$ cat config.mk
export PLATFORM = sky130hd
export DESIGN_NAME = mem_refill_arbiter
export DESIGN_NICKNAME = d
export VERILOG_FILES = /design/src/rtl/mem_arb_pkg.sv /design/src/rtl/arb_timeout_cnt.sv /design/src/rtl/mem_refill_arbiter.sv
export SDC_FILE = /design/constraint.sdc
export NUM_CORES = 1
export LEC_CHECK = 0
export CAP_MARGIN = 25
export CORE_MARGIN = 3
export CORE_UTILIZATION = 43
export DETAILED_ROUTE_END_ITERATION = 10
export PLACE_DENSITY_LB_ADDON = 0.1
export SYNTH_ARGS = -nofsm -noshare
export SYNTH_HDL_FRONTEND = slang
export SYNTH_SLANG_ARGS = --single-unit
$ cat constraint.sdc
create_clock -name CpuClk -period 4.3 [get_ports CpuClk]
set_input_delay 0.43 -clock CpuClk [delete_from_list [all_inputs] [get_ports CpuClk]]
set_output_delay 0.43 -clock CpuClk [all_outputs]
set_load 0.01 [all_outputs]
$ cat src/rtl/mem_arb_pkg.sv
// Shared types for the memory refill arbiter: FSM states,
// requester IDs and the default timeout.
package mem_arb_pkg;

   localparam int TIMEOUT_CYC_DEF = 255;

   typedef enum logic [1:0] {
      IDLE   = 2'd0,
      BUSY_I = 2'd1,
      BUSY_D = 2'd2,
      RESP   = 2'd3
   } state_t;

   typedef enum logic {
      REQ_I = 1'b0,
      REQ_D = 1'b1
   } req_id_t;

endpackage

$ cat src/rtl/arb_timeout_cnt.sv
// Memory-access timeout counter.
// Ports: i_clk, i_rst (sync, active-high), i_clear (hold at zero),
//        i_enable (count one waiting cycle), o_expired (this cycle
//        is the TIMEOUT_CYC-th wait cycle).
module arb_timeout_cnt
   import mem_arb_pkg::*;
#(
   parameter int TIMEOUT_CYC = TIMEOUT_CYC_DEF
) (
   input  logic i_clk,
   input  logic i_rst,
   input  logic i_clear,
   input  logic i_enable,
   output logic o_expired
);

   localparam int CW = $clog2(TIMEOUT_CYC + 1);

   logic [CW-1:0] r_cnt;

   always_ff @(posedge i_clk) begin
      if (i_rst || i_clear) begin
         r_cnt <= '0;
      end else if (i_enable) begin
         r_cnt <= r_cnt + 1'b1;
      end
   end

   // The count reaches TIMEOUT_CYC at the edge closing this cycle.
   assign o_expired = i_enable && (r_cnt == CW'(TIMEOUT_CYC - 1));

endmodule

$ cat src/rtl/mem_refill_arbiter.sv
// Arbitrates I-cache and D-cache refill requests onto one memory port.
// Ports: CpuClk/CpuRst (sync, active-high); I side IReq/IAddr/IAck/IRdata;
//        D side DReq/DWe/DAddr/DWdata/DAck/DRdata; memory MemReq/MemWe/
//        MemAddr/MemWdata/MemAck/MemRdata; IMissStall/DMissStall stall
//        levels; ErrTimeout sticky timeout flag.
// Option: define MEM_ARB_ROUND_ROBIN_EN for round-robin on collisions.
module mem_refill_arbiter
   import mem_arb_pkg::*;
#(
   parameter int TIMEOUT_CYC = TIMEOUT_CYC_DEF,
   parameter int ADDR_W      = 32
) (
   input  logic              CpuClk,
   input  logic              CpuRst,
   input  logic              IReq,
   input  logic [ADDR_W-1:0] IAddr,
   output logic              IAck,
   output logic [31:0]       IRdata,
   input  logic              DReq,
   input  logic              DWe,
   input  logic [ADDR_W-1:0] DAddr,
   input  logic [31:0]       DWdata,
   output logic              DAck,
   output logic [31:0]       DRdata,
   output logic              MemReq,
   output logic              MemWe,
   output logic [ADDR_W-1:0] MemAddr,
   output logic [31:0]       MemWdata,
   input  logic              MemAck,
   input  logic [31:0]       MemRdata,
   output logic              IMissStall,
   output logic              DMissStall,
   output logic              ErrTimeout
);

   state_t            r_state;
   logic              r_mem_req;
   logic              r_mem_we;
   logic [ADDR_W-1:0] r_mem_addr;
   logic [31:0]       r_mem_wdata;
   logic              r_iack;
   logic              r_dack;
   logic [31:0]       r_irdata;
   logic [31:0]       r_drdata;
   logic              r_err;

   logic              w_busy;
   logic              w_tmo_clr;
   logic              w_tmo_en;
   logic              w_expired;
   logic              w_pick_d;
   logic              w_any_req;
   logic [31:0]       w_cap_data;

   assign w_busy    = (r_state == BUSY_I) || (r_state == BUSY_D);
   assign w_tmo_clr = ~w_busy;
   assign w_tmo_en  = w_busy & ~MemAck;
   assign w_any_req = IReq | DReq;

   // A timed-out access completes with zero data.
   assign w_cap_data = MemAck ? MemRdata : 32'h0;

`ifdef MEM_ARB_ROUND_ROBIN_EN
   req_id_t r_last;

   // On a collision, grant the side that did not win last time.
   assign w_pick_d = DReq & (~IReq | (r_last == REQ_I));

   always_ff @(posedge CpuClk) begin
      if (CpuRst) begin
         r_last <= REQ_I;
      end else if ((r_state == IDLE) && w_any_req) begin
         r_last <= w_pick_d ? REQ_D : REQ_I;
      end
   end
`else
   assign w_pick_d = DReq;
`endif

   arb_timeout_cnt #(
      .TIMEOUT_CYC(TIMEOUT_CYC)
   ) u_tmo (
      .i_clk    (CpuClk),
      .i_rst    (CpuRst),
      .i_clear  (w_tmo_clr),
      .i_enable (w_tmo_en),
      .o_expired(w_expired)
   );

   always_ff @(posedge CpuClk) begin
      if (CpuRst) begin
         r_state     <= IDLE;
         r_mem_req   <= 1'b0;
         r_mem_we    <= 1'b0;
         r_mem_addr  <= '0;
         r_mem_wdata <= '0;
         r_iack      <= 1'b0;
         r_dack      <= 1'b0;
         r_irdata    <= '0;
         r_drdata    <= '0;
         r_err       <= 1'b0;
      end else begin
         r_iack <= 1'b0;
         r_dack <= 1'b0;
         unique case (r_state)
            IDLE: begin
               if (w_any_req) begin
                  r_mem_req <= 1'b1;
                  if (w_pick_d) begin
                     r_state     <= BUSY_D;
                     r_mem_addr  <= DAddr;
                     r_mem_we    <= DWe;
                     r_mem_wdata <= DWdata;
                  end else begin
                     r_state     <= BUSY_I;
                     r_mem_addr  <= IAddr;
                     r_mem_we    <= 1'b0;
                     r_mem_wdata <= '0;
                  end
               end
            end
            BUSY_I, BUSY_D: begin
               if (MemAck || w_expired) begin
                  r_state   <= RESP;
                  r_mem_req <= 1'b0;
                  if (r_state == BUSY_I) begin
                     r_iack   <= 1'b1;
                     r_irdata <= w_cap_data;
                  end else begin
                     r_dack   <= 1'b1;
                     r_drdata <= w_cap_data;
                  end
                  if (!MemAck) begin
                     r_err <= 1'b1;
                  end
               end
            end
            RESP: begin
               r_state <= IDLE;
            end
            default: begin
               r_state <= IDLE;
            end
         endcase
      end
   end

   assign MemReq     = r_mem_req;
   assign MemWe      = r_mem_we;
   assign MemAddr    = r_mem_addr;
   assign MemWdata   = r_mem_wdata;
   assign IAck       = r_iack;
   assign DAck       = r_dack;
   assign IRdata     = r_irdata;
   assign DRdata     = r_drdata;
   assign ErrTimeout = r_err;
   assign IMissStall = IReq & ~r_iack;
   assign DMissStall = DReq & ~r_dack;

endmodule

==> results.txt, run 1 <==
* Number of warnings printed during yosys synthesis: 0
* Count of cells resized by post-cts repair: 0
* Port-buffer cells: 268
* Nets: 872
- Excluding fillers, the count of instances in the completed layout stands at 889.
- Instance count of the mapped netlist: 484
- The flow ran to the end, and the final reports show no timing, DRC or antenna violations.
* Utilization after layout: 73.5%
* Combined area of the multi-input logic cells: 2160 um2
- In this run the standard cell core region covers 11700 um2.
- Traced cell by cell, the critical path runs through buf_2, buf_4, inv_1, nor2_1, clkdlybuf4s50_1.
- Total GRT Usage: 23.3%
- The routed design has 16600 um of wire.
- Number of synthesized flops with an enable pin: 0
- 269 I/O pins were placed.
- ANT nets after route: 0
- For the pin with the worst max-slew slack, the measured transition is 1.02 ns.
* Critical Setup Path Class: in2out
- Placed cell area: 7970 um2
- In this run the clock root is driven by a clkbuf_16.
- Synthesis inferred 143 register bits.
* Number of hold-repair buffers added at the cts stage: 0
* TritonCTS clock tree: done
- Setup Total Neg Slack: 0 ns
* Total via count after detailed routing: 4827
* Leading post-synthesis cells by cell area: dfxtp_1, a32o_1, mux2i_1
- Buffer depth of the longest clock path: 2
- Share of synthesized area occupied by flip-flops and latches: 54.2%
* Most frequent cell after synthesis: dfxtp_1
- The synthesized netlist occupies a cell area of 5280 um2.
- Data arrives at the worst endpoint at 1.89 ns.
- After detailed placement, the design holds a cell count of 856.
- Die X-Extent: 117 um
* Final Slew Violations: 0
- Relative to the synthesized area, the layout overhead comes to 62.8%.
- When the netlist entered floorplanning its net count stood at 623.
* # clock sinks: 143
- The clock period could shrink to 2.32 ns.
- Worst setup slack after layout: 1.98 ns
- Max Freq: 430 MHz
- Max_slew headroom: 31.9%
- Once the clock tree was built, the setup fixing pass inserted 0 buffers.
- The clock tree synthesis step divided the H-tree into 4 levels.
* Insertion delay to the later sink of the worst-skew pair: 0.41 ns
- Area occupied by registers: 2860 um2
- Along the worst path, the maximum fanout reaches 36.
- In the final routed layout, each cell accounts on average for 18.7 um.
- Setup repair after global routing left no endpoint under its margin.
- Buf+Inv Stages, Crit Path: 4
* Clk_skew: 0.00962 ns
* Finish-stage setup viols: 0
* Count of final hold-check violations: 0
* Ant diodes: 0
- Slowest-stage cell, CP: clkdlybuf4s50_1
- The tightest hold path in the finished design has a slack of 0.410 ns.
- Detailed placement finished with a half-perimeter wire length of 12000 um.
- In this run, the number of DRC markers left after iteration 0 of detailed routing was 286.
- The initial antenna violation count is 0.
- Clock-pin slew was measured on the worst setup and hold paths at 0.06 ns.
- Site Rows: 39
- DRT Pass-1 Iters: 4
- After layout, the design draws a total of 4.85 mW.
- Top flip-flop cell by instance count after synthesis: dfxtp_1
- The layout has 881 filler cells.
- The commonest cells after synthesis are dfxtp_1, nor2_1, a32o_1.
- Final Cycle Share: 54.0%
- Broken down by cell family, the worst path's largest delay share belongs to buffers and inverters.
- The total overflow left after global routing is 0.
- Count of distinct cell types in the synthesized netlist: 31
* Delay of the slowest critical-path stage: 0.60 ns
- Critical Path Sink Type: primary output
- Hold Crit Class: in2reg
- Number of global-route vias before repair: 4785
- Total Die Area: 13700 um2
- The tool flagged a number of max-cap violations equal to 0.
- The finished cells cover 8600 um2.
* Avg Vias per Cell: 5.43
- Post-synthesis cell type with the largest combined area: dfxtp_1
* Fraction of final layout cells with drive strength greater than 1: 6.97%
- Pre-CTS setup slack: 1.69 ns
- Entering global routing, the biggest net connects 71 pins.
- In this run, CTS created clock tree buffers numbering 17.
- Each instance of the synthesized netlist takes up on average 10.9 um2.
* Initial core utilization: 45.1%
* Leakage: 3.23 nW
* Startpoint kind of the worst setup timing path: input pin
- VDD IR-drop max: 0.352 mV
- After synthesis, the largest area contributor takes up 54.2% of total cell area.
- In the synthesized netlist the async set-or-reset flop fraction comes to 0%.
- The first global-routing pass estimated 24500 um of wire.
* Required time at the endpoint of the critical path: 3.87 ns
- For this run, design rule violations remaining after detail routing come to 0.
- Routability-driven placement finished with a final weighted congestion of 0.789.
* Power density relative to cell area: 564 nW/um2
- The die is 117 um tall.
power by group:
group | internal (mW) | total [mW] | switching [mW] | leakage, nW
sequential | 1.58 | 1.72 | 0.137 | 1.17
combinational | 0.826 | 1.63 | 0.800 | 1.76
clock | 0.970 | 1.50 | 0.533 | 0.302
total | 3.38 | 4.85 | 1.47 | 3.23
tightest hold or removal path: cells and delay by family:
kind | cells | cell delay [ns]
AOI/OAI and AO/OA | 2 | 0.25
buffers and inverters | 1 | 0.09
layout make-up:
type | instances | share of cell area [%]
Sequential cell | 143 | 33.3
Timing Repair Buffer | 277 | 32.1
Clock inverter | 10 | 1.56
Clock buffer | 22 | 5.63
Multi-Input combinational cell | 289 | 25.1
Inverter | 5 | 0.218
Tap cell | 143 | 2.08
path summary, 6_finish.rpt:
kind	start	endpoint	depth (start not counted)	slack, ns
worst max register to register	u_tmo.r_cnt[0]	DRdata[18]	6	2.22
worst min register to register	IRdata[19]	IRdata[19]	1	0.46
worst max-delay path	DReq	DMissStall	5	1.98
worst min-delay path	MemAck	MemReq	3	0.41
state kept, by name (all words and copies together), names as in the netlist:
name,cells
IRdata,32
u_tmo.r_cnt,8
ErrTimeout,1
MemReq,1
DAck,1
DRdata,32
r_state,2
MemWe,1
MemWdata,32
IAck,1
MemAddr,32
routing by layer:
| layer | vias to the layer above | track usage, % | wire, um |
|---|---|---|---|
| li1 | 2325 | - | - |
| met1 | 2265 | 24.2 | 6020 |
| met2 | 206 | 41.6 | 8490 |
| met3 | 31 | 9.61 | 1710 |
| met4 | 0 | 9.48 | 375 |
| met5 | - | 0 | 0 |
logic make-up (layout without fill, tap and decap cells):
family	count (synthesis)	after routing	synth area share, %
compound gates	144	144	23.9
flops	143	143	54.2
simple gates	101	101	8.29
buf+inv	52	314	5.19
mux	32	32	6.06
xor+xnor	7	7	1.16
fa+ha+maj	5	5	1.18
cell usage in the layout (no fill, tap or decap), types with 4 or more instances in the layout:
cell,netlist,final
a22oi_1,33,33
clkdlybuf4s50_1,0,265
xor2_1,4,4
ha_1,5,5
a32o_1,64,64
inv_1,5,5
buf_4,3,6
clkinv_2,0,4
clkbuf_8,0,4
dfxtp_1,143,143
mux2i_1,32,32
nor2_1,81,79
a21oi_1,7,7
clkbuf_16,0,17
a211oi_1,32,32
Power figures use the tool's default switching activity.
==> inputs of run 2 (changes only) <==
--- a/config.mk
+++ b/config.mk
@@ -7,7 +7,7 @@
 export LEC_CHECK = 0
 export CAP_MARGIN = 25
 export CORE_MARGIN = 3
-export CORE_UTILIZATION = 43
+export CORE_UTILIZATION = 36
 export DETAILED_ROUTE_END_ITERATION = 10
 export PLACE_DENSITY_LB_ADDON = 0.1
 export SYNTH_ARGS = -nofsm -noshare
==> constraint.sdc (replaced) <==
create_clock -name CpuClk -period 2.05 [get_ports CpuClk]
set_input_delay 0.205 -clock CpuClk [delete_from_list [all_inputs] [get_ports CpuClk]]
set_output_delay 0.205 -clock CpuClk [all_outputs]
set_load 0.01 [all_outputs]
==> run 2 against run 1 <==
  * Non-clock buffer count up 4
  * Power up 120%
  * Worst setup slack lost 1.9 ns
  * Critical path depth increased by 1
  * Via count shrank 1.1%
  * Sequential share of layout area is 0.54 points lower
  * Wire length shrank 1.9%
  * Critical path type is now reg2reg
==> results.txt, run 2 (same netlist as run 1, synthesis figures left out) <==
- The run finished with clean final reports.
- The post-route netlist has 7.88% of its cells at a drive strength greater than 1.
* Number of max-capacitance violations reported: 0
- In this run the vertical extent of the chip is 127 um.
- Post-route non-filler standard cell count: 929
* Final Cell Area: 8750 um2
* Number of hold-repair buffers added at the cts stage: 0
- The startpoint identified for the worst register-to-register timing path is u_tmo.r_cnt[0].
- Ant diodes: 0
- H-Tree Depth: 4
- Input and output buffers added on the ports amount to 268.
- Once detailed placement completed, the half-perimeter wirelength came to 11600 um.
- In this run the cell area measured after placement is 8070 um2.
* Avg Vias per Cell: 5.14
- The count of nets left with antenna violations once routing finished came out at 0.
- Max Freq: 518 MHz
- Power density relative to cell area: 1200 nW/um2
- The worst setup path is of the reg2reg kind.
* Critical register-to-register path endpoint: DRdata[11]
- After detailed routing, the number of remaining DRC violations is 0.
- Die X-Extent: 127 um
* Global-route wire length before repair: 24700 um
* First-iteration detailed-routing DRC count: 251
* Critical Path Sink Type: flop
- Nets: 876
- Arr. time, crit path: 2.29 ns
- Fill cells in the final layout number 1179.
- In this run the most critical hold path is launched from MemAck.
- Counting instances, the worst hold path has a depth of 3.
- Total wirelength of the detailed-routed design: 16300 um
- Number of global-route vias before repair: 4676
- TritonCTS clock tree: done
* Top-Level Pins: 269
- Maximum number of pins on one net before global-route repair: 66
* Leakage: 3.27 nW
- Setup total negative slack on the finished layout was measured at 0 ns.
- Library cell used as clock root buffer: clkbuf_16
* Buffer depth of the longest clock path: 2
- IR analysis of the VDD net gives a maximum drop of 0.665 mV.
- Actual slew at the worst max-slew pin: 1.00 ns
* Total CTS buffers: 17
* Synthesis-to-finish area growth: 65.7%
- Count of final hold-check violations: 0
- Finish-stage setup viols: 0
* Endpoint with the worst hold slack: u_tmo.r_cnt[1]
* Hold Crit Class: in2reg
- Between clock sinks in the finished design, the worst skew comes to 0.0117 ns.
- The clock period could shrink to 1.93 ns.
- Final Cycle Share: 94.2%
* Initial core utilization: 37.5%
- The initial antenna violation count came to 0.
* CORE AREA: 14100 um2
- The die covers 16200 um2.
* Startpoint kind of the worst setup timing path: flop
- Routed wire per std cell: 17.5 um
- In this run, placement finished with an instance count of 898.
* Insertion delay to the later sink of the worst-skew pair: 0.42 ns
- Post CTS Setup Buffer Count: 0
- Total GRT Usage: 19.4%
* Required time at the endpoint of the critical path: 2.41 ns
* Commonest non-fill, non-tap cell in the layout: clkdlybuf4s50_1
- Measured in cells, the most critical reg-to-reg path has a length of 6.
* Setup repair after global routing missed its margin: yes
- The count of final max-slew check failures came to 0.
* Site Rows: 43
* Weighted congestion reported at the end of routability-driven placement: 0.761
* Max_slew headroom: 33.2%
- In this run the register-to-register setup slack is 0.12 ns.
- Commonest non-fill, non-tap cells in the layout: clkdlybuf4s50_1, dfxtp_1, nor2_1
- Total via count after detailed routing: 4774
* Highest fanout seen on the critical path: 32
- DRT Pass-1 Iters: 5
- # clock sinks: 143
- After clock tree synthesis, the clock-pin slew on the worst setup and hold paths is 0.06 ns.
- Global routing finished with a remaining overflow of 0.
==> run 2: cell count changes in the layout (fill, tap and decap cells not counted), moves of 2 or more <==
cell,delta
clkinv_4,+2
dfxtp_1,-2
inv_6,+2
clkinv_2,-4
buf_4,+3
clkbuf_8,-3
bufinv_16,+3
dfxtp_2,+2
==> run 2: per-layer routing <==
metal | vias to the layer above | routed length (um) | GRT usage (%)
met3 | 20 | 1650 | 8.36
met5 | - | 0 | 0
met2 | 210 | 7860 | 31.6
li1 | 2336 | - | -
met4 | 0 | 264 | 6.94
met1 | 2208 | 6500 | 22.7
==> run 2: critical path, stage by stage (launching register included) <==
cell,delay [ns]
dfxtp_2,0.32
inv_1,0.04
ha_1,0.20
nand3_2,0.13
o21bai_4,0.10
a31oi_4,0.82
a32o_1,0.23
==> run 2: through the flow <==
step	hold slack, ns	utilization (%)	setup slack (ns)	power (mW)
after detailed placement	0.454	57.2	0.0223	7.09
after floorplan	0.367	-	0.522	5.38
after global placement	0.447	57.1	0.101	6.99
after CTS	0.166	62.0	0.0248	10.6
after global routing	0.195	62.1	-0.00362	11.1
final	0.195	62.1	0.118	10.5
==> run 2: worst max path at each step <==
stage               cells past startpoint           start          to  slack (ns)
CTS                                     6  u_tmo.r_cnt[0]   DRdata[0]        0.02
detailed placement                      6  u_tmo.r_cnt[0]   DRdata[0]        0.02
finish                                  6  u_tmo.r_cnt[0]  DRdata[11]        0.12
global route                            6  u_tmo.r_cnt[0]  DRdata[10]      -0.004
floorplan                               6      r_state[0]  IRdata[12]        0.52
global placement                        5      r_state[0]  IRdata[10]        0.10
==> run 2: final cells by class <==
class / instances / area [um2] / share of cell area, %
Sequential cell: 143 / 2870 / 32.7
Timing Repair Buffer: 281 / 2800 / 32.0
Clock inverter: 12 / 231 / 2.64
Multi-Input combinational cell: 289 / 2170 / 24.8
Tap cell: 180 / 225 / 2.57
Clock buffer: 19 / 443 / 5.06
Inverter: 5 / 18.8 / 0.214
==> run 2: what timing repair did <==
item                                   in CTS  in global routing
endpoints found under the hold margin       0                  0
gates resized for setup                     0                  5
setup endpoints to repair                   0                 64
==> run 2: where the power goes <==
| part | internal (mW) | switching (mW) |
|---|---|---|
| clock | 2.32 | 1.15 |
| sequential | 3.32 | 0.272 |
| combinational | 1.77 | 1.67 |
==> inputs of run 3 (changes only) <==
--- a/config.mk
+++ b/config.mk
@@ -5,6 +5,7 @@
 export SDC_FILE = /design/constraint.sdc
 export NUM_CORES = 1
 export LEC_CHECK = 0
+export ABC_CLOCK_PERIOD_IN_PS = 2050
 export CAP_MARGIN = 25
 export CORE_MARGIN = 3
 export CORE_UTILIZATION = 36
==> results of run 3 <==
The final DEF is identical to that of run 2; final timing and power are the same.
